===== src/rtl/eth_frame_gen_pkg.sv =====
// Shared types and constants for the Ethernet test-frame generator.
// The header layout, the minimum frame length and the LFSR definition all live here.
package eth_frame_gen_pkg;

    typedef enum logic [2:0] {
        ST_IDLE = 3'd0,
        ST_HDR  = 3'd1,
        ST_SEQ  = 3'd2,
        ST_PAY  = 3'd3,
        ST_GAP  = 3'd4,
        ST_DONE = 3'd5
    } state_t;

    localparam logic [15:0] HDR_LEN   = 16'd14;
    localparam logic [15:0] SEQ_LEN   = 16'd4;
    localparam logic [15:0] MIN_FRAME = 16'd18;
    localparam logic [15:0] PAY_START = HDR_LEN + SEQ_LEN;

    // x^8+x^6+x^5+x^4+1, Fibonacci form: state bits 7,5,4,3 feed bit 0
    localparam logic [7:0] LFSR_SEED = 8'hFF;
    localparam logic [7:0] LFSR_TAPS = 8'hB8;

    function automatic logic [7:0] lfsr_step(input logic [7:0] s);
        return {s[6:0], ^(s & LFSR_TAPS)};
    endfunction

endpackage


===== src/rtl/eth_frame_gen_lfsr8.sv =====
// 8-bit payload LFSR: reloads the seed on load, steps on advance.
// value_next is exposed so the output register can preload the following byte.
module eth_frame_gen_lfsr8
    import eth_frame_gen_pkg::*;
(
    input  logic       clk,
    input  logic       rst_n,
    input  logic       load,
    input  logic       advance,
    output logic [7:0] value,
    output logic [7:0] value_next
);

    assign value_next = lfsr_step(value);

    always_ff @(posedge clk or negedge rst_n) begin
        if (!rst_n) begin
            value <= LFSR_SEED;
        end else if (load) begin
            value <= LFSR_SEED;
        end else if (advance) begin
            value <= value_next;
        end
    end

endmodule


===== src/rtl/eth_frame_gen.sv =====
// Ethernet test-traffic source: header, sequence number and payload as a byte stream
// into the MAC's tx_axis slave, with programmable gap, frame count and run counters.
module eth_frame_gen
    import eth_frame_gen_pkg::*;
(
    input  logic        gtx_clk,
    input  logic        gtx_rst_n,
    input  logic        enable,
    input  logic [31:0] frame_count,
    input  logic [15:0] frame_size,
    input  logic [15:0] ifg_gap,
    input  logic [47:0] dst_mac,
    input  logic [47:0] src_mac,
    input  logic [15:0] ethertype,
    input  logic        payload_mode,
    output logic [7:0]  tx_axis_tdata,
    output logic        tx_axis_tvalid,
    output logic        tx_axis_tlast,
    output logic        tx_axis_tuser,
    input  logic        tx_axis_tready,
    output logic        busy,
    output logic        done,
    output logic [31:0] frames_sent,
    output logic [63:0] bytes_sent,
    output logic [2:0]  dbg_state
);

    state_t       state, state_n;
    logic         enable_d;
    logic [31:0]  count_q, seq_num, frames_eval;
    logic [15:0]  size_q, ifg_q, idx, idx_n, gap_cnt;
    logic [47:0]  dst_q, src_q;
    logic [15:0]  etype_q;
    logic         mode_q;
    logic         hs, last_hs, en_rise, frame_start, eval_next, run_over;
    logic [143:0] hdr_vec;
    logic [7:0]   hdr_bytes [32];
    logic [7:0]   byte_n, lfsr_q, lfsr_nx;

    // Handshake: a byte transfers on any rising edge with tvalid && tready. Once tvalid
    // is raised, tdata/tlast/tvalid hold until that transfer; tvalid never drops mid-frame.
    assign hs      = tx_axis_tvalid && tx_axis_tready;
    assign last_hs = hs && tx_axis_tlast;
    assign en_rise = enable && !enable_d;
    assign idx_n   = idx + 16'd1;

    assign frames_eval = (state == ST_GAP) ? frames_sent : frames_sent + 32'd1;
    assign run_over    = (count_q != 32'd0) && (frames_eval >= count_q);
    assign eval_next   = (last_hs && ifg_q == 16'd0) ||
                         (state == ST_GAP && gap_cnt == 16'd1);

    assign busy          = (state != ST_IDLE) && (state != ST_DONE);
    assign tx_axis_tuser = 1'b0;
    assign dbg_state     = state;

    eth_frame_gen_lfsr8 u_lfsr (
        .clk        (gtx_clk),
        .rst_n      (gtx_rst_n),
        .load       (frame_start),
        .advance    (hs && state == ST_PAY),
        .value      (lfsr_q),
        .value_next (lfsr_nx)
    );

    always_comb begin
        state_n     = state;
        frame_start = 1'b0;
        case (state)
            ST_IDLE: begin
                if (en_rise) begin
                    state_n     = ST_HDR;
                    frame_start = 1'b1;
                end
            end
            ST_HDR, ST_SEQ, ST_PAY: begin
                if (last_hs)
                    state_n = ST_GAP;
                else if (hs && state == ST_HDR && idx_n == HDR_LEN)
                    state_n = ST_SEQ;
                else if (hs && state == ST_SEQ && idx_n == PAY_START)
                    state_n = ST_PAY;
            end
            ST_GAP:  state_n = ST_GAP;
            ST_DONE: if (!enable) state_n = ST_IDLE;
            default: state_n = ST_IDLE;
        endcase
        // End-of-frame (no gap) or end-of-gap decision; reaching the count beats enable
        if (eval_next) begin
            if (run_over) begin
                state_n = ST_DONE;
            end else if (enable) begin
                state_n     = ST_HDR;
                frame_start = 1'b1;
            end else begin
                state_n = ST_IDLE;
            end
        end
    end

    // Next byte to present, chosen by the index it will occupy
    assign hdr_vec = {dst_q, src_q, etype_q, seq_num};
    always_comb begin
        for (int i = 0; i < 32; i++) hdr_bytes[i] = 8'h00;
        for (int i = 0; i < 18; i++) hdr_bytes[i] = hdr_vec[143 - 8*i -: 8];
        byte_n = hdr_bytes[idx_n[4:0]];
        if (idx_n >= PAY_START)
            byte_n = mode_q ? ((state == ST_PAY) ? lfsr_nx : lfsr_q)
                            : idx_n[7:0] - 8'd18;
    end

    always_ff @(posedge gtx_clk or negedge gtx_rst_n) begin
        if (!gtx_rst_n) state <= ST_IDLE;
        else            state <= state_n;
    end

    always_ff @(posedge gtx_clk or negedge gtx_rst_n) begin
        if (!gtx_rst_n) begin
            enable_d       <= 1'b0;
            count_q        <= '0;
            seq_num        <= '0;
            size_q         <= MIN_FRAME;
            ifg_q          <= '0;
            dst_q          <= '0;
            src_q          <= '0;
            etype_q        <= '0;
            mode_q         <= 1'b0;
            idx            <= '0;
            gap_cnt        <= '0;
            done           <= 1'b0;
            frames_sent    <= '0;
            bytes_sent     <= '0;
            tx_axis_tdata  <= '0;
            tx_axis_tvalid <= 1'b0;
            tx_axis_tlast  <= 1'b0;
        end else begin
            enable_d <= enable;
            if (state == ST_IDLE && en_rise) begin
                count_q     <= frame_count;
                frames_sent <= '0;
                bytes_sent  <= '0;
                done        <= 1'b0;
            end
            if (hs) bytes_sent <= bytes_sent + 64'd1;
            if (last_hs) begin
                seq_num     <= seq_num + 32'd1;
                frames_sent <= frames_sent + 32'd1;
                gap_cnt     <= ifg_q;
            end else if (state == ST_GAP) begin
                gap_cnt <= gap_cnt - 16'd1;
            end
            if (state_n == ST_DONE && state != ST_DONE) done <= 1'b1;

            if (frame_start) begin
                size_q         <= (frame_size < MIN_FRAME) ? MIN_FRAME : frame_size;
                ifg_q          <= ifg_gap;
                dst_q          <= dst_mac;
                src_q          <= src_mac;
                etype_q        <= ethertype;
                mode_q         <= payload_mode;
                idx            <= '0;
                tx_axis_tdata  <= dst_mac[47:40];
                tx_axis_tvalid <= 1'b1;
                tx_axis_tlast  <= 1'b0;
            end else if (hs) begin
                idx <= idx_n;
                if (tx_axis_tlast) begin
                    tx_axis_tdata  <= '0;
                    tx_axis_tvalid <= 1'b0;
                    tx_axis_tlast  <= 1'b0;
                end else begin
                    tx_axis_tdata <= byte_n;
                    tx_axis_tlast <= (idx_n == size_q - 16'd1);
                end
            end
        end
    end

endmodule

===== config.mk =====
export PLATFORM = sky130hd
export DESIGN_NAME = eth_frame_gen
export DESIGN_NICKNAME = d
export VERILOG_FILES = /design/src/rtl/eth_frame_gen_pkg.sv /design/src/rtl/eth_frame_gen_lfsr8.sv /design/src/rtl/eth_frame_gen.sv
export SDC_FILE = /design/constraint.sdc
export NUM_CORES = 1
export LEC_CHECK = 0
export ABC_CLOCK_PERIOD_IN_PS = 8650
export CAP_MARGIN = 20
export CORE_MARGIN = 2
export CORE_UTILIZATION = 41
export CTS_CLUSTER_DIAMETER = 150
export DETAILED_ROUTE_END_ITERATION = 10
export PLACE_DENSITY = 0.73
export REMOVE_ABC_BUFFERS = 1
export SLEW_MARGIN = 10
export SYNTH_ARGS = -nofsm -noshare
export SYNTH_HDL_FRONTEND = slang
export SYNTH_SLANG_ARGS = --single-unit

===== constraint.sdc =====
create_clock -name gtx_clk -period 8.65 [get_ports gtx_clk]
set_clock_uncertainty 0.1 [all_clocks]
set_input_delay 2.1625 -clock gtx_clk [delete_from_list [all_inputs] [get_ports gtx_clk]]
set_output_delay 2.1625 -clock gtx_clk [all_outputs]
set_load 0.05 [all_outputs]

---- Word level (Yosys, flattened, before mapping) ----
Cells that the tools add are included.
word-level totals
  bits in registers ....................... 360
  word-level logic and storage cells ...... 115
operators by class
  $add $sub $neg .......................... 7
  $lt $le $gt $ge ......................... 4
  equality and inequality tests ........... 11
  muxes and demuxes ....................... 43
  bitwise operators ....................... 1
  reductions and logical operators ........ 30
operators by type and width
  cell                   count
  $mux 64                2
  $mux 32                3
  $mux 16                5
  $mux 8                 10
  $add 32x1->32 const B  2
  $add 64x1->64 const B  1
  $bmux 8 s5             1
  $ge 32x32->1           1
  $reduce_bool 32->1     1
  $sub 16x1->16 const B  2
  $mux 3                 7
  $add 16x1->16 const B  1
  $eq 16x1->1 const B    1
  $eq 16x16->1           1
  $eq 16x4->1 const B    1
  $eq 16x5->1 const B    1
  $ge 16x5->1 const B    1
  $logic_not 16->1       1
  $lt 16x5->1 const B    1
  $logic_and 1x1->1      14
  $mux 1                 14
  $reduce_bool 2->1      7
  $pmux 3 s4             1
  $eq 3x3->1 const B     3
  13 further kinds       14

---- Longest topological paths before layout ----
  depth after elaboration ................. 11
  mapped depth ............................ 21
  depth with buffers taken out ............ 17

---- Cells and area by module ----
Synthesis repeated with hierarchy kept, for this count alone.
unflattened totals
  cell total of the unflattened synthesis .. 1875
  area total of the unflattened synthesis .. 19396.1 µm²
modules (own cells, without submodules)
  module               instances  cells each  area each (µm²)
  eth_frame_gen        1          1838        18983.2
  eth_frame_gen_lfsr8  1          37          412.9

---- Least setup slack after synthesis ----
No wires, ideal clock.
  path type ............................... register to register
  start point ............................. register frames_sent[10]
  end point ............................... register dst_q[0]
  data arrival time ....................... 4.474 ns
  required time ........................... 8.425 ns
  path slack .............................. 3.950 ns
  cell stages (with the launch flop) ...... 18
  path buffers ............................ 4
  clock period less this slack ............ 4.700 ns
  cell sequence ........................... dfrtp_1 > clkbuf_1 > nand4_1 > nor4_2 > and2_1 > clkbuf_1 > nand4_1 > xnor2_1 > ha_1 > nand4_1 > a311o_1 > a211o_1 > o211a_2 > o211ai_4 > mux2i_4 > buf_6 > buf_6 > mux2_4
on the way
  longest elaborated chain between the ends .. 6
RTL lines
  what                    line                  source
  start, declared         eth_frame_gen.sv:23   output logic [31:0] frames_sent,
  start signal, assigned  eth_frame_gen.sv:146  frames_sent <= frames_sent + 32'd1;
  $add 32x1->32           eth_frame_gen.sv:47   assign frames_eval = (state == ST_GAP) ? frames_sent : frames_sent + 32'd1;
  $mux 32 (*)             eth_frame_gen.sv:47
  $ge 32x32->1 (*)        eth_frame_gen.sv:48   assign run_over = (count_q != 32'd0) && (frames_eval >= count_q);
  $logic_and 1x1->1 (*)   eth_frame_gen.sv:48
  $mux 1 (*)              eth_frame_gen.sv:89   if (run_over) begin
  $mux 1 (*)              eth_frame_gen.sv:88   if (eval_next) begin
  end signal, assigned    eth_frame_gen.sv:156  dst_q <= dst_mac;
  end, declared           eth_frame_gen.sv:32   logic [47:0] dst_q, src_q;
Every way passes the cells marked *; elsewhere a longest branch is shown, timed or not.
A chain may end at the register's enable or synchronous reset.

---- Worst setup path in the final report ----
  start point ............................. register frames_sent[0]
  end point ............................... register ifg_q[10]
on the way
  longest elaborated chain between the ends .. 6
RTL lines
  what                   line                  source
  $add 32x1->32          eth_frame_gen.sv:47
  $mux 32 (*)            eth_frame_gen.sv:47
  $ge 32x32->1 (*)       eth_frame_gen.sv:48
  $logic_and 1x1->1 (*)  eth_frame_gen.sv:48
  $mux 1 (*)             eth_frame_gen.sv:89
  $mux 1 (*)             eth_frame_gen.sv:88
  end signal, assigned   eth_frame_gen.sv:155  ifg_q <= ifg_gap;
  end, declared          eth_frame_gen.sv:31   logic [15:0] size_q, ifg_q, idx, idx_n, gap_cnt;
Marked as above.

==> results.toml <==
[cells_and_area]
layout_common_cells = "dfrtp_1, clkdlybuf4s50_1, nand2_1"
areaGrowthSynthToFinish_pct = 24.1
post-route-util_pct = 51.3
final_layout_size_suffix_gt1_share_pct = 13.3
fin_nets = 2318
final_common_cell = "dfrtp_1"

[worst_setup_path]
start_kind = "flop"
worstSetupPathType = "reg2reg"
r2r_start = "frames_sent[0]"
cp-end-kind = "flop"
worstPathRequired_ns = 9.00
startpoint = "frames_sent[0]"
crit_arrival_ns = 5.99
cp_max_fo = 38

[detailed_routing]
drt_iter0_markers = 1168
via_per_inst = 5.52
ant_nets = 0
drc = 0
wire_per_inst_um = 18.7
wirelength_mm = 51.4
vias = 15200
drtPass1Iterations = 6

[clocking]
h-tree-depth = 2
clock_latency_ns = 0.58
cts_setup_buffers = 0
cts_hold_buf = 0
numCtsBuffers = 43
cts.reportedPaths.clkPinSlew_ns = 0.06
cts.path.max_buffers = 3
post_cts_resized = 0
cts_root_buffer = "clkbuf_16"
cts_tree = "done"
cts_sinks = 360

[synth]
synthesis.area_sq_um = 19700
syn_inst = 1850
postSynthAreaPerCell_sq_um = 10.6
ys_seq_area_share_pct = 45.9
ys_ff_latch = 360
yosys_warnings = 0
synth_edf_count = 0
synth_ff_type = "dfrtp_1"
async_flop_share_pct = 100
yosysUniqueCellTypes = 70

[worst_hold_path]
hp-class = "reg2reg"
hold_start = "dst_q[46]"

[placed_design]
place.gp.congestion = 0.884
port_buffers = 291
dpl.hpwl_mm = 35.5

[pwr]
total_power_mw = 6.09
clock_power_share_pct = 30.0
p_int_mw = 4.11
power_frac_comb_pct = 31.0
p_leak_nw = 10.6
switching_share_pct = 32.5
power_density_nw_per_um2 = 250
vdd_drop_max_mv = 0.144
power_frac_seq_pct = 39.1
p_switching_mw = 1.98

[sta]
fin_hold_ws_ns = 0.374
fin_crit_sh_pct = 65.3
fin_crit_ns = 5.64
slew_viol_final = 0
hold_viol = 0
rsz0062_at_grt = "no"
fmax_mhz = 177
maxSlewHeadroom_pct = 29.8
setup_viol = 0
worst_slew_pin_slew_ns = 1.05
setup-tns-final_ns = 0

[grt]
overflow = 0
grt_use_total_pct = 20.8
antenna_found_initial = 3
top_usage_layer = "met2"
grt_pass1_wl_mm = 83.6
grt_util_met2_pct = 34.2
grt_max_degree = 166
met3_usage_pct = 5.03
grt_pass1_vias = 15300
global_route.usage.met1_pct = 27.8

[floorplanning]
chipWidth_um = 223
die_height_um = 223
die_area_sq_um = 49700
ios = 293
coreArea_sq_um = 47500
initial_core_util_pct = 41.3
num_rows = 80

[job]
maxCapViolations = 0

[status]
status = "finished, final reports clean"
[layer usage]
layer  up-vias  part of all wire (%)  wire [um]
li1       7117                     -          -
met1      7442                    43      22300
met2       516                    48      24500
met3        82                   6.8       3480
met4         4                   2.0       1020
met5         -                 0.045         23
[power groups by stage]
stage	Clock (mW)	Combinational (mW)	Sequential, mW
floorplan	0	1.29	2.40
global placement	0	1.85	2.38
detailed placement	0	1.89	2.40
CTS	1.87	1.90	2.38
global route	1.95	2.04	2.43
finish	1.82	1.89	2.38
[final timing paths]
kind | to | slack, ns | cells after the start
setup / recovery | ifg_q[10] | 3.01 | 15
hold / removal | dst_q[46] | 0.37 | 2
setup reg to reg | ifg_q[10] | 3.01 | 15
hold reg to reg | dst_q[46] | 0.37 | 2
max in group asynchronous | src_q[0] | 5.28 | 2
min in group asynchronous | src_q[46] | 1.56 | 1
[cells by family (layout without fill, tap and decap cells)]
group	Yosys count	in the layout	synth area share [%]
buffers and inverters	158	439	3.69
muxes	228	228	16.8
DFF	360	360	45.9
and+or+nand+nor	632	632	15.6
xor gates and xnor gates	139	139	6.19
AOI/OAI and AO/OA	291	291	9.18
adders and majority gates	41	41	2.61
other	1	2	0.0191
[Yosys cell counts, drive strengths merged (6+ instances only)]
cell type / instances / share of area, %
o211ai: 17 / 0.72
xnor2: 98 / 4.4
mux2i: 57 / 3.0
ha: 41 / 2.6
nor3: 23 / 0.66
nand2b: 9 / 0.29
nor2b: 6 / 0.19
nand4: 48 / 1.6
and3: 31 / 0.99
nor2: 97 / 1.9
nor4: 23 / 0.83
and2: 28 / 0.89
mux2: 139 / 10
dfstp: 10 / 1.3
inv: 55 / 1.1
a32oi: 6 / 0.27
clkbuf: 59 / 1.1
o31ai: 27 / 1.0
mux4: 32 / 3.7
o21ai: 136 / 3.5
or3: 6 / 0.19
dfrtp: 350 / 45
a31oi: 16 / 0.51
nand3: 82 / 2.1
buf: 44 / 1.5
nand2: 245 / 4.7
a21oi: 35 / 0.89
xor2: 41 / 1.8
and4: 14 / 0.62
o22ai: 8 / 0.25
[per-stage QoR]
stage | cell area (sq um) | instances | worst slack (ns)
CTS | 24400 | 2746 | 3.02
global route | 24400 | 2746 | 2.56
floorplan | 19100 | 1747 | -0.538
finish | 24400 | 2747 | 3.01
detailed placement | 23000 | 2666 | 2.76
global placement | 23000 | 2666 | 2.79
[state kept, by name, indices dropped and copies added, names as in the netlist, 32 cells and up]
| name | cells |
|---|---|
| bytes_sent | 64 |
| count_q | 32 |
| dst_q | 48 |
| frames_sent | 32 |
| seq_num | 32 |
| src_q | 48 |
[critical path, cell delays in order (launching register included)]
cell and delay, ns:
dfrtp_1 0.46, ha_1 0.30, nand2_1 0.12, nor4_2 0.51
and2_1 0.39, nand4_1 0.15, xnor2_1 0.18, ha_1 0.30
nand4_1 0.14, a311o_1 0.38, a211o_1 0.28, o211a_2 0.16
o211ai_4 0.24, mux2i_4 0.75, buf_4 0.64, mux2_2 0.40
[cell type report]
cell class	count	area [sq um]
Inverter	55	206
Clock buffer	65	1280
Multi-Input combinational cell	1332	9930
Antenna cell	1	2.50
Clock inverter	15	143
Tap cell	615	769
Sequential cell	360	9020
Fill cell	4169	23100
Timing Repair Buffer	304	3040
No activity file was read; power rests on OpenSTA's default activity.
